**src/rtl/four_phase_fifo.sv**
```systemverilog
// Clocked FIFO between a four-phase bundled-data producer and consumer.
// Incoming in_req/out_ack are synchronised so either neighbour may be self-timed.
module four_phase_fifo #(
    parameter int WIDTH       = 16,
    parameter int DEPTH       = 4,
    parameter int SYNC_STAGES = 2
) (
    input  logic                       clk,
    input  logic                       rst,
    input  logic                       in_req,
    output logic                       in_ack,
    input  logic [WIDTH-1:0]           in_data,
    output logic                       out_req,
    input  logic                       out_ack,
    output logic [WIDTH-1:0]           out_data,
    output logic [$clog2(DEPTH+1)-1:0] level,
    output logic                       full,
    output logic                       empty,
    output logic                       proto_err
);
    localparam int AW = $clog2(DEPTH);
    localparam int LW = $clog2(DEPTH + 1);

    typedef enum logic [0:0] {IN_IDLE, IN_ACK} in_state_t;
    typedef enum logic [1:0] {OUT_IDLE, OUT_REQ, OUT_WAIT} out_state_t;

    in_state_t        r_in_state, w_in_next;
    out_state_t       r_out_state, w_out_next;
    logic             w_req_s, w_ack_s;
    logic             w_wr_en, w_rd_en, w_load, w_spurious;
    logic [AW-1:0]    r_wptr, r_rptr;
    logic [LW-1:0]    r_level, w_level_next;
    logic [WIDTH-1:0] r_mem [DEPTH];
    logic [WIDTH-1:0] r_out_data;
    logic             r_in_ack, r_out_req, r_full, r_empty, r_proto_err;

    generate
        if (SYNC_STAGES == 0) begin : g_nosync
            assign w_req_s = in_req;
            assign w_ack_s = out_ack;
        end else begin : g_sync
            logic [SYNC_STAGES-1:0] r_req_sync, r_ack_sync;
            always_ff @(posedge clk) begin
                if (rst) begin
                    r_req_sync <= '0;
                    r_ack_sync <= '0;
                end else begin
                    r_req_sync[0] <= in_req;
                    r_ack_sync[0] <= out_ack;
                    for (int i = 1; i < SYNC_STAGES; i++) begin
                        r_req_sync[i] <= r_req_sync[i-1];
                        r_ack_sync[i] <= r_ack_sync[i-1];
                    end
                end
            end
            assign w_req_s = r_req_sync[SYNC_STAGES-1];
            assign w_ack_s = r_ack_sync[SYNC_STAGES-1];
        end
    endgenerate

    // Input side: registered full gates the write, so a same-edge read unblocks it one cycle later.
    always_comb begin
        w_in_next = r_in_state;
        w_wr_en   = 1'b0;
        if (r_in_state == IN_IDLE) begin
            if (w_req_s && !r_full) begin
                w_wr_en   = 1'b1;
                w_in_next = IN_ACK;
            end
        end else if (!w_req_s) begin
            w_in_next = IN_IDLE;
        end
    end

    always_comb begin
        w_out_next = r_out_state;
        w_load     = 1'b0;
        w_rd_en    = 1'b0;
        w_spurious = 1'b0;
        case (r_out_state)
            OUT_IDLE: begin
                if (w_ack_s) begin
                    w_spurious = !r_out_req;
                end else if (!r_empty) begin
                    w_load     = 1'b1;
                    w_out_next = OUT_REQ;
                end
            end
            OUT_REQ: begin
                if (w_ack_s) begin
                    w_rd_en    = 1'b1;
                    w_out_next = OUT_WAIT;
                end
            end
            OUT_WAIT: begin
                if (!w_ack_s) w_out_next = OUT_IDLE;
            end
            default: w_out_next = OUT_IDLE;
        endcase
    end

    always_comb begin
        case ({w_wr_en, w_rd_en})
            2'b10:   w_level_next = r_level + LW'(1);
            2'b01:   w_level_next = r_level - LW'(1);
            default: w_level_next = r_level;
        endcase
    end

    always_ff @(posedge clk) begin
        if (rst) begin
            r_in_state  <= IN_IDLE;
            r_out_state <= OUT_IDLE;
            r_in_ack    <= 1'b0;
            r_out_req   <= 1'b0;
            r_wptr      <= '0;
            r_rptr      <= '0;
            r_level     <= '0;
            r_full      <= 1'b0;
            r_empty     <= 1'b1;
            r_proto_err <= 1'b0;
            r_out_data  <= '0;
        end else begin
            r_in_state  <= w_in_next;
            r_out_state <= w_out_next;
            r_in_ack    <= (w_in_next == IN_ACK);
            r_out_req   <= (w_out_next == OUT_REQ);
            r_level     <= w_level_next;
            r_full      <= (w_level_next == LW'(DEPTH));
            r_empty     <= (w_level_next == '0);
            if (w_wr_en) r_wptr <= r_wptr + AW'(1);
            if (w_rd_en) r_rptr <= r_rptr + AW'(1);
            if (w_load) r_out_data <= r_mem[r_rptr];
            if (w_spurious) r_proto_err <= 1'b1;
        end
    end

    // Storage holds data only; occupancy tracking makes stale entries harmless after reset.
    always_ff @(posedge clk) begin
        if (w_wr_en) r_mem[r_wptr] <= in_data;
    end

    assign in_ack    = r_in_ack;
    assign out_req   = r_out_req;
    assign out_data  = r_out_data;
    assign level     = r_level;
    assign full      = r_full;
    assign empty     = r_empty;
    assign proto_err = r_proto_err;

endmodule

```
**config.mk**
```make
export PLATFORM = sky130hd
export DESIGN_NAME = four_phase_fifo
export DESIGN_NICKNAME = d
export VERILOG_FILES = /design/src/rtl/four_phase_fifo.sv
export SDC_FILE = /design/constraint.sdc
export NUM_CORES = 1
export LEC_CHECK = 0
export BUFFER_PORTS_ARGS = -buffer_cell sky130_fd_sc_hd__buf_2
export CORE_MARGIN = 8
export CORE_UTILIZATION = 45
export DETAILED_ROUTE_END_ITERATION = 6
export PLACE_DENSITY = 0.67
export SLEW_MARGIN = 20
export SYNTH_ARGS = -nofsm -noshare
export SYNTH_HDL_FRONTEND = slang
export SYNTH_SLANG_ARGS = --single-unit
```
**constraint.sdc**
```tcl
create_clock -name clk -period 3 [get_ports clk]
set_clock_uncertainty 0.15 [all_clocks]
set_input_delay 0.3 -clock clk [delete_from_list [all_inputs] [get_ports clk]]
set_output_delay 0.3 -clock clk [all_outputs]
set_load 0.005 [all_outputs]
```
## After elaboration in Yosys (flattened, before gate mapping)

Memories as Yosys holds them, arrays and structs flattened. A register that Yosys moved wholly into a read port is not among the register bits.
Index checks and enable logic that the tools add are counted.

- Bits in registers: 18
- Output and inout port bits: 24
- Logic and storage cells: 46
- Latch bits: 0
- ROM bits: 0
- Bits in writable memories: 64
- Memories: 1

Memories:

| memory | words | width | read ports | clocked after memory_dff | write ports | line | text |
|---|---|---|---|---|---|---|---|
| r_mem | 4 | 16 | 1 | 1 | 1 | 33 | `logic [WIDTH-1:0] r_mem [DEPTH];` |

- Add/subtract/negate cells: 4
- Equality and inequality tests: 6
- Multiplexer cells: 19
- Multiply operators: 0
- Order comparisons: 0
- Shifts and indexed selects: 0
- Bitwise logic cells: 0
- Div/mod/pow operators: 0
- Reduce and logical (&&, ||, !) cells: 5

Operators by type and width:

| kind | count |
|---|---|
| 2-to-1 mux 1 bit | 13 |
| 2-to-1 mux 2 bit | 4 |
| equality test 2 x 1 -> 1 bit (second input constant) | 3 |
| one-hot mux 2 bit (3 select lines) | 1 |
| one-hot mux 3 bit (2 select lines) | 1 |
| adder 2 x 1 -> 2 bit (second input constant) | 2 |
| equality test 2 bit (second input constant) | 2 |
| adder 3 x 1 -> 3 bit (second input constant) | 1 |
| equality test 3 bit (second input constant) | 1 |
| zero test 3 bit | 1 |
| subtractor 3 x 1 -> 3 bit (second input constant) | 1 |
| zero test 1 bit | 2 |
| zero test 2 bit | 1 |
| logical AND 1 bit | 1 |

## Logic depth before layout (Yosys ltp)

- Word-level depth: 7
- Mapped depth: 7
- Depth with buffers taken out: 7

## Least setup slack after synthesis

Ideal clock, no wire load.

- Path type: reg-to-reg
- Start point: reg, netlist name in_ack
- End point: reg r_empty, in the netlist empty
- Arrival: 2.040 ns
- Cell stages (with the launch flop): 8
- Library setup time: 0.116 ns
- Buffers on the path: 0
- Setup slack: 0.694 ns
- Cell sequence: dfxtp_1 > nor3b_2 > inv_1 > ha_1 > fa_1 > xnor2_1 > or3_1 > a31o_2

RTL lines:

| item | line | text |
|---|---|---|
| end signal, assigned | 130 | `r_empty <= (w_level_next == '0);` |
| end, declared | 35 | `logic r_in_ack, r_out_req, r_full, r_empty, r_proto_err;` |

==> reports/qor.csv <==
metric,value,unit
Yosys warnings,0,
Slew headroom,43.4,%
Core ar.,7730,um^2
Leakage,0.00155,uW
Synth Area per Inst,18.6,um^2
#FFs+latches synth,98,
total nets after synthesis,220,
most frequent cells in the layout,"edfxtp_1 (64), buf_2 (43), dfxtp_1 (34)",
drt wl/cell,16.8,um
vias per inst,4.99,
clock transition at the registers of the reported paths,0.09,ns
critical path peak fanout,7,
CTS Buf Count,9,
clk sink count,98,
post-route ant nets,0,
die width,105,um
launching element type of the critical path,flop,
Initial DRT Pass Iterations,4,
multi-input logic area,915,um^2
Final period util,82.5,%
"Slew Viols, Final",0,
path category of the worst min-delay check,in2reg,
Reg area,2600,um^2
Crit. End Element,flop,
Fin Hold WS,0.0173,ns
Critical path buffers and inverters,1,
Fillers,624,
Pwr Density,593,nW/um^2
grt ovf,0,
Crit Path Class,reg2reg,
Iter 0 DRT Violations,39,
Initial Util,46.6,%
net switching power,527,uW
num ports,44,
num rows,32,
Top Family by Delay on Critical Path,simple AND/OR/NAND/NOR gates,
synthesized instance count,194,
# nets final,282,
die height,105,um
latest clock arrival within the worst-skew pair,0.35,ns
peak supply drop,0.268,mV
GPL Wtd Cong,0.655,
Achievable Freq,404,MHz
fin crit period,2.48,ns
Final Hold Vio Count,0,
Max stage delay on crit path,0.42,ns
via count,1813,
first-pass GRT wire length,9550,um
Slew @ Worst Pin,0.848,ns
share of flip-flops with an asynchronous set or reset,0,%
part of the power in registers,58.5,%
post-DP HPWL,3930,um
Int Power,2000,uW
Clock Power Share,36.7,%
"most common cell after layout, fill and taps aside",edfxtp_1,
antenna cell count,0,
Main synth FF type,edfxtp_1,
"Setup Fix Bufs, Post-CTS",0,
All-Layer GR Usage,11.3,%
Area Overhead vs Synth,18.5,%
clk root buf,clkbuf_8,
clock tree buffer depth,2,
outcome,completed,
cells along the critical path,nor3b_2 -> inv_1 -> ha_1 -> fa_1 -> xnor2_1 -> or3_1 -> a31o_2,
Post-Syn Area,3600,um^2
Residual DRC,0,
final wirelength,6090,um
RSZ-0062 raised after global routing,false,
layout cells sized above 1,36.4,%
endpoints failing setup,0,
register area share after synthesis,72.2,%
initial antenna violation count,0,
CTS tree,done,
die area,11100,um^2
CP Depth,7,
largest net degree at the start of global routing,19,
combinational share of power,4.7,%
synth unique cells,33,
htree depth,3,
critical path required time,3.10,ns
total negative slack,0,ns
Worst Hold Depth,1,
port buffer count,43,
WP data arrival,2.58,ns
CP max-delay cell,nor3b_2,
Sw Share,20.8,%
Design Power,2530,uW
Max-Cap Viols,0,
number of synthesized flops with an enable pin,64,
vias in the first global route,1876,
Reg2Reg Depth,7,
## synthesized netlist by cell type, types with 2 or more instances
master,number,share of area (%)
edfxtp_1,64,53
dfxtp_1,34,19
mux4_2,16,10
a22o_2,10,2.8
nor2_1,8,0.83
a22o_1,6,1.5
buf_2,5,0.69
ha_1,5,1.7
and2_1,4,0.69
buf_6,4,1.3
inv_1,4,0.42
xnor2_1,4,0.97
a21oi_1,3,0.42
nor2b_1,3,0.52
and2b_1,2,0.42
and3b_1,2,0.49
mux2i_1,2,0.56
nand2b_1,2,0.35
nor3b_1,2,0.42
## metal layers
| layer | track usage [%] | up-vias | wire length (um) |
|---|---|---|---|
| met5 | 0 | - | 0 |
| met4 | 3.47 | 0 | 65 |
| met3 | 4.69 | 8 | 325 |
| met2 | 19.7 | 39 | 3150 |
| met1 | 12.1 | 894 | 2550 |
| li1 | - | 872 | - |
## path summary, 6_finish.rpt
kind | endpoint | slack [ns] | from
setup / recovery | empty | 0.52 | in_ack
hold / removal | r_mem[0][8] | 0.02 | in_data[8]
setup reg to reg | empty | 0.52 | in_ack
hold reg to reg | g_sync.r_ack_sync[1] | 0.29 | g_sync.r_ack_sync[0]
## registers in the layout, indices dropped and copies added, names as in the netlist
name	count
empty	1
full	1
g_sync.r_ack_sync	2
g_sync.r_req_sync	2
in_ack	1
level	3
out_data	16
out_req	1
proto_err	1
r_mem	64
r_out_state	2
r_rptr	2
r_wptr	2
## power by group through the flow
stage / clock network, uW / registers (uW) / logic, uW
after floorplan: 0 / 1510 / 63.9
after global placement: 0 / 1510 / 108
after global routing: 1000 / 1480 / 133
after CTS: 951 / 1480 / 119
after detailed placement: 0 / 1510 / 111
final: 930 / 1480 / 120
## metrics by stage
step	instances	setup slack (ns)	cell area [um^2]	utilization (%)
final	363	0.525	4270	55.2
after global routing	363	0.387	4270	55.2
after CTS	359	0.519	4230	54.7
after detailed placement	336	0.533	3930	50.9
after global placement	336	0.585	3930	50.9
after floorplan	194	0.694	3600	-
## layout make-up
class	instances	area share, %
inverters	4	0.352
multi-input cells	83	21.4
well taps	102	2.99
flip-flops and latches	98	61.0
clock buffers	9	2.90
repair buffers	60	8.97
clock inverters	7	2.37
## cells by family (layout without fill, tap and decap cells)
logic type | count (synthesis) | in the layout | synth area share, %
flops | 98 | 98 | 72.2
simple gates | 30 | 30 | 5.66
xor+xnor | 5 | 5 | 1.22
fa+ha+maj | 6 | 6 | 2.29
buf+inv | 13 | 80 | 2.36
mux | 18 | 18 | 10.6
compound gates | 24 | 24 | 5.66
## timing repair
item / CTS / global route
hold buffers: 7 / 4
endpoints found under the hold margin: 23 / 7
gates resized for setup: 0 / 0
No activity file was read; power rests on OpenSTA's default activity.
